<file path="config.mk">
export PLATFORM = sky130hd
export DESIGN_NAME = instr_fetch
export DESIGN_NICKNAME = d
export VERILOG_FILES = /design/src/rtl/simd_pkg.sv /design/src/rtl/instr_decode.sv /design/src/rtl/instr_fetch.sv
export SDC_FILE = /design/constraint.sdc
export NUM_CORES = 1
export LEC_CHECK = 0
export CORE_ASPECT_RATIO = 0.8
export CORE_MARGIN = 10
export CORE_UTILIZATION = 42
export DETAILED_ROUTE_END_ITERATION = 16
export PLACE_DENSITY = 0.9
export SLEW_MARGIN = 5
export SYNTH_ARGS = -nofsm -noshare
export SYNTH_HDL_FRONTEND = slang
export SYNTH_SLANG_ARGS = --single-unit
export TNS_END_PERCENT = 30
</file>
<file path="constraint.sdc">
create_clock -name clk -period 3.9 [get_ports clk]
set_input_delay 0.78 -clock clk [delete_from_list [all_inputs] [get_ports clk]]
set_output_delay 0.78 -clock clk [all_outputs]
set_load 0.01 [all_outputs]
</file>
<file path="src/rtl/simd_pkg.sv">
// rtl/simd_pkg.sv - shared types and instruction field layout for the SIMD fetch path
package simd_pkg;

    localparam int INSTR_WIDTH = 16;

    localparam int OP_MSB  = 15;
    localparam int OP_LSB  = 12;
    localparam int RD_MSB  = 11;
    localparam int RD_LSB  = 8;
    localparam int RS1_MSB = 7;
    localparam int RS1_LSB = 4;
    localparam int RS2_MSB = 3;
    localparam int RS2_LSB = 0;

    localparam logic [3:0] STOP_OPCODE = 4'h8;

    typedef enum logic {
        IDLE  = 1'b0,
        FETCH = 1'b1
    } fetch_state_t;

    typedef struct packed {
        logic [3:0] op;
        logic [3:0] rd;
        logic [3:0] rs1;
        logic [3:0] rs2;
    } instr_t;

endpackage

</file>
<file path="src/rtl/instr_decode.sv">
// rtl/instr_decode.sv - combinational split of the instruction register into fields
module instr_decode
    import simd_pkg::*;
(
    input  logic [INSTR_WIDTH-1:0] ir,
    output logic [3:0]             op,
    output logic [3:0]             rd,
    output logic [3:0]             rs1,
    output logic [3:0]             rs2
);

    instr_t fields;

    // Slice the word into named fields; no register, so fields track ir directly.
    always_comb begin
        fields.op  = ir[OP_MSB:OP_LSB];
        fields.rd  = ir[RD_MSB:RD_LSB];
        fields.rs1 = ir[RS1_MSB:RS1_LSB];
        fields.rs2 = ir[RS2_MSB:RS2_LSB];
    end

    assign op  = fields.op;
    assign rd  = fields.rd;
    assign rs1 = fields.rs1;
    assign rs2 = fields.rs2;

endmodule

</file>
<file path="src/rtl/instr_fetch.sv">
// rtl/instr_fetch.sv - fetch stage: drives imem, returns opcode to the PC, fills the IR
module instr_fetch
    import simd_pkg::*;
#(
    parameter int                    PC_WIDTH    = 12,
    parameter int                    OPCODE_LEN  = 4,
    parameter logic [OPCODE_LEN-1:0] STOP_OPCODE = OPCODE_LEN'(simd_pkg::STOP_OPCODE)
) (
    input  logic                   clk,
    input  logic                   rstn,
    input  logic                   start,
    input  logic [PC_WIDTH-1:0]    pc_in,
    output logic [PC_WIDTH-1:0]    imem_addr,
    output logic                   imem_en,
    input  logic [INSTR_WIDTH-1:0] imem_rdata,
    output logic [OPCODE_LEN-1:0]  opcode_out,
    output logic [INSTR_WIDTH-1:0] ir,
    output logic                   ir_valid,
    output logic [3:0]             op,
    output logic [3:0]             rd,
    output logic [3:0]             rs1,
    output logic [3:0]             rs2,
    output logic                   busy,
    output logic                   done,
    output logic                   err,
    output logic [PC_WIDTH:0]      instr_count
);

    localparam int CNT_W = PC_WIDTH + 1;

    fetch_state_t            state_q, state_d;
    logic [INSTR_WIDTH-1:0]  ir_q, ir_d;
    logic                    ir_valid_q, ir_valid_d;
    logic                    done_q, done_d;
    logic                    err_q, err_d;
    logic [CNT_W-1:0]        cnt_q, cnt_d;

    logic [OPCODE_LEN-1:0]   fetched_op;
    logic                    is_fetch;
    logic                    is_stop;
    logic                    overflow;

    // The memory read is combinational, so the opcode of the word at pc_in is
    // available in the same cycle and can be fed straight back to the PC.
    assign fetched_op = imem_rdata[OP_MSB -: OPCODE_LEN];
    assign is_fetch   = (state_q == FETCH);
    assign is_stop    = is_fetch && (fetched_op == STOP_OPCODE);
    // Last address reached without a STOP: the PC would wrap, so end the run here.
    assign overflow   = is_fetch && (pc_in == {PC_WIDTH{1'b1}}) && !is_stop;

    // Memory-side and PC-side outputs; a forced STOP on overflow makes the PC reset.
    always_comb begin
        imem_addr  = pc_in;
        imem_en    = is_fetch;
        busy       = is_fetch;
        opcode_out = '0;
        if (is_fetch) begin
            opcode_out = overflow ? STOP_OPCODE : fetched_op;
        end
    end

    // Next-state logic: run control, IR capture, saturating instruction count.
    always_comb begin
        state_d    = state_q;
        ir_d       = ir_q;
        ir_valid_d = 1'b0;
        done_d     = 1'b0;
        err_d      = err_q;
        cnt_d      = cnt_q;
        case (state_q)
            IDLE: begin
                if (start) begin
                    state_d = FETCH;
                    err_d   = 1'b0;
                    cnt_d   = '0;
                end
            end
            FETCH: begin
                if (is_stop) begin
                    done_d  = 1'b1;
                    state_d = IDLE;
                end else if (overflow) begin
                    err_d   = 1'b1;
                    done_d  = 1'b1;
                    state_d = IDLE;
                end else begin
                    ir_d       = imem_rdata;
                    ir_valid_d = 1'b1;
                    if (cnt_q != {CNT_W{1'b1}}) begin
                        cnt_d = cnt_q + 1'b1;
                    end
                end
            end
            default: state_d = IDLE;
        endcase
    end

    // State and datapath registers with synchronous active-low reset.
    always_ff @(posedge clk) begin
        if (!rstn) begin
            state_q    <= IDLE;
            ir_q       <= '0;
            ir_valid_q <= 1'b0;
            done_q     <= 1'b0;
            err_q      <= 1'b0;
            cnt_q      <= '0;
        end else begin
            state_q    <= state_d;
            ir_q       <= ir_d;
            ir_valid_q <= ir_valid_d;
            done_q     <= done_d;
            err_q      <= err_d;
            cnt_q      <= cnt_d;
        end
    end

    assign ir          = ir_q;
    assign ir_valid    = ir_valid_q;
    assign done        = done_q;
    assign err         = err_q;
    assign instr_count = cnt_q;

    instr_decode u_decode (
        .ir  (ir_q),
        .op  (op),
        .rd  (rd),
        .rs1 (rs1),
        .rs2 (rs2)
    );

endmodule

</file>
==> results.md, run 1 <==
* Sum Neg Setup Slack at 0 ns
* Post-synthesis cell area at 0.00178 mm2
* Worst setup EP type: output port
* Clock skew at 0.00294 ns
* CTS tree: done
* Post-DP HPWL at 4040 um
* Max-slew violation count at 0
* Worst EP required at 3.12 ns
* Fill cells at 362
* Final Cell Area at 0.00258 mm2
* Final hold viol count at 0
* Layout Area Growth over Synthesis at 45.4%
* CTS Hold Bufs at 0
* Sequential cell area at 661 um2
* GP Congestion at 0.765
* Final setup violation count at 0
* VDD IR max at 0.178 mV
* Die ar. at 0.00724 mm2
* Hold_sp: ir[11]
* Top achievable clock speed at 0.288 GHz
* CTS clk-pin slew, worst paths at 0.06 ns
* DRT iter0 DRCs at 149
* Largest net degree at the start of global routing at 29
* Clock buffer depth at 2
* Post-CTS setup buffers at 0
* Met3 wire length at 560 um
* Total CTS buffers at 5
* Met2 WL post-DR at 2420 um
* Power Total at 768 uW
* Post-synth net total at 244
* Worst slew pin tran at 0.516 ns
* Final period utilization at 89.0%
* DRC at 0
* Number of max-cap violations at 0
* DR vias/cell at 5.08
* RSZ-0062 raised after global routing: false
* DR pass1 iterations at 4
* Worst hold margin at 0.467 ns
* ANT nets after route at 0
* GR Overflow Total at 0
* Top cells by area, synth: dfxtp_1, buf_4, nand2_1, a21oi_1, o221a_2
* Share of post-route cells with drive strength above 1 at 11.2%
* Routed length on met1 at 2210 um
* Root buffer cell: clkbuf_8
* Slew margin rel. at 65.6%
* Chip height at 78.2 um
* Setup crit start: pc_in[2]
* Pwr Density at 297 mW/mm2
* WP data arrival at 2.69 ns
* Worst skew pair latency at 0.28 ns
* Die X-Extent at 92.7 um
* Leakage at 0.910 nW
* Syn Area/Cell at 8.37 um2
* DR top layer: met4
* H-tree depth at 2
* Crit-path max FO at 8
* Hold crit path type: flip-flop to flip-flop
* Vias at 1691
* Final wirelength at 5240 um
* Flop and latch count out of synthesis at 33
* Top Ports at 97
* CTS resizes at 0
* Startpoint Class: input port
* Final min period at 3.47 ns
* Core ar. at 0.00413 mm2
* WL/cell at 15.7 um
* Syn. warnings at 0
* Area of the multi-input gates at 783 um2
* Net count, final at 307
* Initial antenna violation count at 0
* Global-route wire length before repair at 8350 um
* Status: finished clean
* Synthesized instance count at 212
* Library cells used by synthesis at 38
* Row cnt at 21
* Num Clock Sinks at 33
* Port Buffers at 96
* Vias in the first global route at 1649
* Register area share after synthesis at 37.2%
* Post-synth top area cell: dfxtp_1
* GRT Util Overall at 13.9%
* Kind of critical path: input port to output port
* Yosys top cell area share at 37.2%
* FF-to-FF Start: instr_count[0]
* Initial Util at 43.0%
* Antenna diode count at 0
* Cell area after placement at 0.00250 mm2
[flip-flops by register name, summed over array words and instances, names as in the netlist]
register	cells
err	1
busy	1
done	1
instr_count	13
ir_valid	1
ir	16
[report_power, final]
part,internal [mW],switching [mW]
sequential,0.349,0.0102
combinational,0.0916,0.0725
clock,0.124,0.121
[cells in the mapped netlist (all sizes together)]
cell and count:
a211oi 1, a21oi 19, a31oi 1, a32oi 1, and2 1, and3 6, and4 1, buf 38
clkbuf 4, dfxtp 33, ha 1, inv 2, nand2 48, nand3 9, nand4 3, nand4b 2
nor2 9, nor3 7, nor3b 1, nor4 2, o211ai 1, o21ai 5, o221a 8, o32ai 1
or2 2, or3 3, or4 3
[layer usage]
layer	vias up	GRT usage [%]
met5	-	0
met4	0	4.62
met3	5	6.37
met2	86	22.7
met1	761	15.8
li1	839	-
[cells in the final DEF (no fill, tap or decap), types with 6 or more instances in the layout]
cell type,instances
clkdlybuf4s50_1,96
nor2_1,9
a21oi_1,13
and3_1,6
nor3_1,7
nand2_1,42
nand2_2,6
dfxtp_1,33
nand3_1,8
a21oi_2,6
[logic make-up after synthesis]
kind of cell / Yosys count / share of synthesized area (%)
AOI/OAI and AO/OA: 37 / 15.6
adders and majority gates: 1 / 0.705
buffers and inverters: 44 / 18.7
DFF: 33 / 37.2
and+or+nand+nor: 97 / 27.8
[layout make-up]
type,count,share of cell area (%)
repair buffers,98,37.8
multi-input cells,135,30.3
flip-flops and latches,33,25.6
clock buffers,6,2.81
well taps,57,2.76
clock inverters,2,0.388
inverters,2,0.291
[path summary, 6_finish.rpt]
check | endpoint | slack, ns | cells past startpoint
hold / removal | ir[11] | 0.47 | 2
hold reg to reg | ir[11] | 0.47 | 2
setup / recovery | opcode_out[2] | 0.43 | 5
setup reg to reg | instr_count[5] | 1.50 | 6
[worst max-delay path, stage by stage]
cell and delay (ns):
clkdlybuf4s50_1 0.49, nand4_2 0.12, or4_4 0.59, and3_1 0.22
clkdlybuf4s50_1 0.48
[through the flow]
stage | utilization, % | instances | setup slack (ns)
5_1_grt | 62.6 | 333 | 0.363
4_1_cts | 62.6 | 333 | 0.420
3_3_place_gp | 60.6 | 325 | 0.441
3_5_place_dp | 60.6 | 325 | 0.416
6_report | 62.6 | 333 | 0.430
2_1_floorplan | - | 212 | 1.38
(Power assumes the default switching activity.)
==> run 2, diff against run 1 <==
--- a/config.mk
+++ b/config.mk
@@ -7,9 +7,9 @@
 export LEC_CHECK = 0
 export CORE_ASPECT_RATIO = 0.8
 export CORE_MARGIN = 10
-export CORE_UTILIZATION = 42
+export CORE_UTILIZATION = 35
 export DETAILED_ROUTE_END_ITERATION = 16
-export PLACE_DENSITY = 0.9
+export PLACE_DENSITY = 0.8
 export SLEW_MARGIN = 5
 export SYNTH_ARGS = -nofsm -noshare
 export SYNTH_HDL_FRONTEND = slang
==> constraint.sdc (replaced) <==
create_clock -name clk -period 2.9 [get_ports clk]
set_input_delay 0.58 -clock clk [delete_from_list [all_inputs] [get_ports clk]]
set_output_delay 0.58 -clock clk [all_outputs]
set_load 0.01 [all_outputs]
==> run 2 against run 1 <==
Via count is 2.5% higher. Sequential cell count unchanged. Die area rose by 15%. Total power grew 42%. Clock power is 55% higher. Global-route usage shrank 0.91 points. Worst setup slack lost 0.36 ns. Critical path depth unchanged. First-iteration DRC count down 61%. Critical path type unchanged. Largest cell class unchanged. Largest power group unchanged. Highest routed layer unchanged.
==> results.md, run 2 (same netlist as run 1, synthesis figures left out) <==
* Status: finished clean
* Hold depth at 2
* VDD IR max at 0.202 mV
* H-tree depth at 2
* Vias at 1733
* Die X-Extent at 99.6 um
* Max-slew violation count at 0
* DR vias/cell at 4.95
* DR top layer: met4
* Final non-filler cell total at 350
* Chip height at 83.7 um
* Final setup violation count at 0
* P_int at 813 uW
* Root buffer cell: clkbuf_8
* Pwr Density at 405 mW/mm2
* Sw Share at 25.4%
* Final hold viol count at 0
* Num Clock Sinks at 33
* Worst skew pair latency at 0.28 ns
* Worst slew pin tran at 0.513 ns
* Post-DP HPWL at 4280 um
* Most frequent cells in the layout: clkdlybuf4s50_1, nand2_1, dfxtp_1
* CTS clk-pin slew, worst paths at 0.07 ns
* Number of max-cap violations at 0
* Core ar. at 0.00495 mm2
* Worst-path cell chain: clkdlybuf4s50_1, nand3_1, or4_4, and3_1, dlygate4sd2_1
* Path depth of the worst reg2reg path at 7
* Placed Cells at 342
* Vias in the first global route at 1778
* Initial antenna violation count at 0
* Max reg flops at 16
* Startpoint Class: input port
* DR pass1 iterations at 4
* Crit-path max FO at 5
* WP data arrival at 2.25 ns
* Row cnt at 23
* Critical Path Max Stage Delay at 0.57 ns
* Master of the slowest instance on the critical path: or4_4
* Die ar. at 0.00834 mm2
* Clock skew at 0.00371 ns
* Final min period at 2.83 ns
* GP Congestion at 0.840
* Top achievable clock speed at 0.353 GHz
* Initial Util at 35.9%
* CP delay by family, top: simple AND/OR/NAND/NOR gates
* Kind of critical path: input port to output port
* Comb power frac at 21.1%
* Most common cell after layout, fill and taps aside: clkdlybuf4s50_1
* Worst setup EP type: output port
* Clock power frac at 34.6%
* ANT nets after route at 0
* Final WS setup at 0.0690 ns
* Met2 WL post-DR at 2470 um
* Worst path depth at 5
* Leakage at 0.989 nW
* Final wirelength at 5450 um
* Port Buffers at 96
* WL/cell at 15.6 um
* Hold crit path type: flip-flop to flip-flop
* Top Ports at 97
* CTS tree: done
* Global-route wire length before repair at 9090 um
* GR Overflow Total at 0
* DRT iter0 DRCs at 58
* Psw at 278 uW
* Final period utilization at 97.6%
* Net count, final at 319
* Largest net degree at the start of global routing at 24
* Clock buffer depth at 2
* Worst Path Buf+Inv at 2
* Share of post-route cells with drive strength above 1 at 15.3%
* GRT Util Overall at 13.0%
* Total CTS buffers at 5
* Flop pwr share at 44.3%
* Routed length on met1 at 2380 um
* Layout Area Growth over Synthesis at 51.6%
* Pre-CTS setup slack at -0.170 ns
* Met3 wire length at 532 um
* RSZ-0062 raised after global routing: false
* Slew margin rel. at 65.8%
* DRC at 0
* Antenna diode count at 0
* Worst EP required at 2.32 ns
-- run 2: power groups by stage --
stage	clock, mW	sequential [mW]	combinational (mW)
3_5_place_dp	0	0.494	0.235
6_report	0.377	0.483	0.230
5_1_grt	0.418	0.486	0.250
3_3_place_gp	0	0.493	0.231
4_1_cts	0.390	0.483	0.233
2_1_floorplan	0	0.500	0.115
-- run 2: final cells by class --
type,instances,area (um2)
fillers,463,2260
repair buffers,110,1060
multi-input cells,135,783
flip-flops and latches,33,661
clock buffers,7,96.3
well taps,62,77.6
inverters,2,7.51
clock inverters,1,5.00
-- run 2: final timing paths --
| check | from | endpoint | slack, ns |
|---|---|---|---|
| max | pc_in[11] | opcode_out[1] | 0.07 |
| min reg2reg | ir[4] | ir[4] | 0.47 |
| min | ir[4] | ir[4] | 0.47 |
| max reg2reg | instr_count[0] | instr_count[3] | 0.64 |
-- run 2: tightest hold or removal path: stages, from the launching register on --
cell and delay [ns]:
dfxtp_1 0.32, nand2_1 0.05, a21oi_1 0.05
-- run 2: repair_timing --
action,4_1_cts,5_1_grt
cloned,0,0
pin swaps,0,1
resized for setup,4,0
buffers inserted,0,0
endpoints found under the setup margin,4,2
hold buffers,0,0
-- run 2: metal layers --
metal  global-route usage (%)  vias to the layer above
met5                        0                        -
met4                     4.29                        0
met3                     5.38                        5
met2                     20.8                       72
met1                     15.2                      796
li1                         -                      860
-- run 2: per-stage QoR --
stage / setup TNS, ns / total power [mW] / utilization, % / instance area (um2) / hold WS (ns)
2_1_floorplan: 0 / 0.615 / - / 1780 / 0.493
3_3_place_gp: -0.458 / 0.724 / 52.4 / 2590 / 0.455
3_5_place_dp: -0.537 / 0.728 / 52.4 / 2590 / 0.463
4_1_cts: 0 / 1.11 / 54.4 / 2690 / 0.473
5_1_grt: 0 / 1.15 / 54.4 / 2690 / 0.505
6_report: 0 / 1.09 / 54.4 / 2690 / 0.470
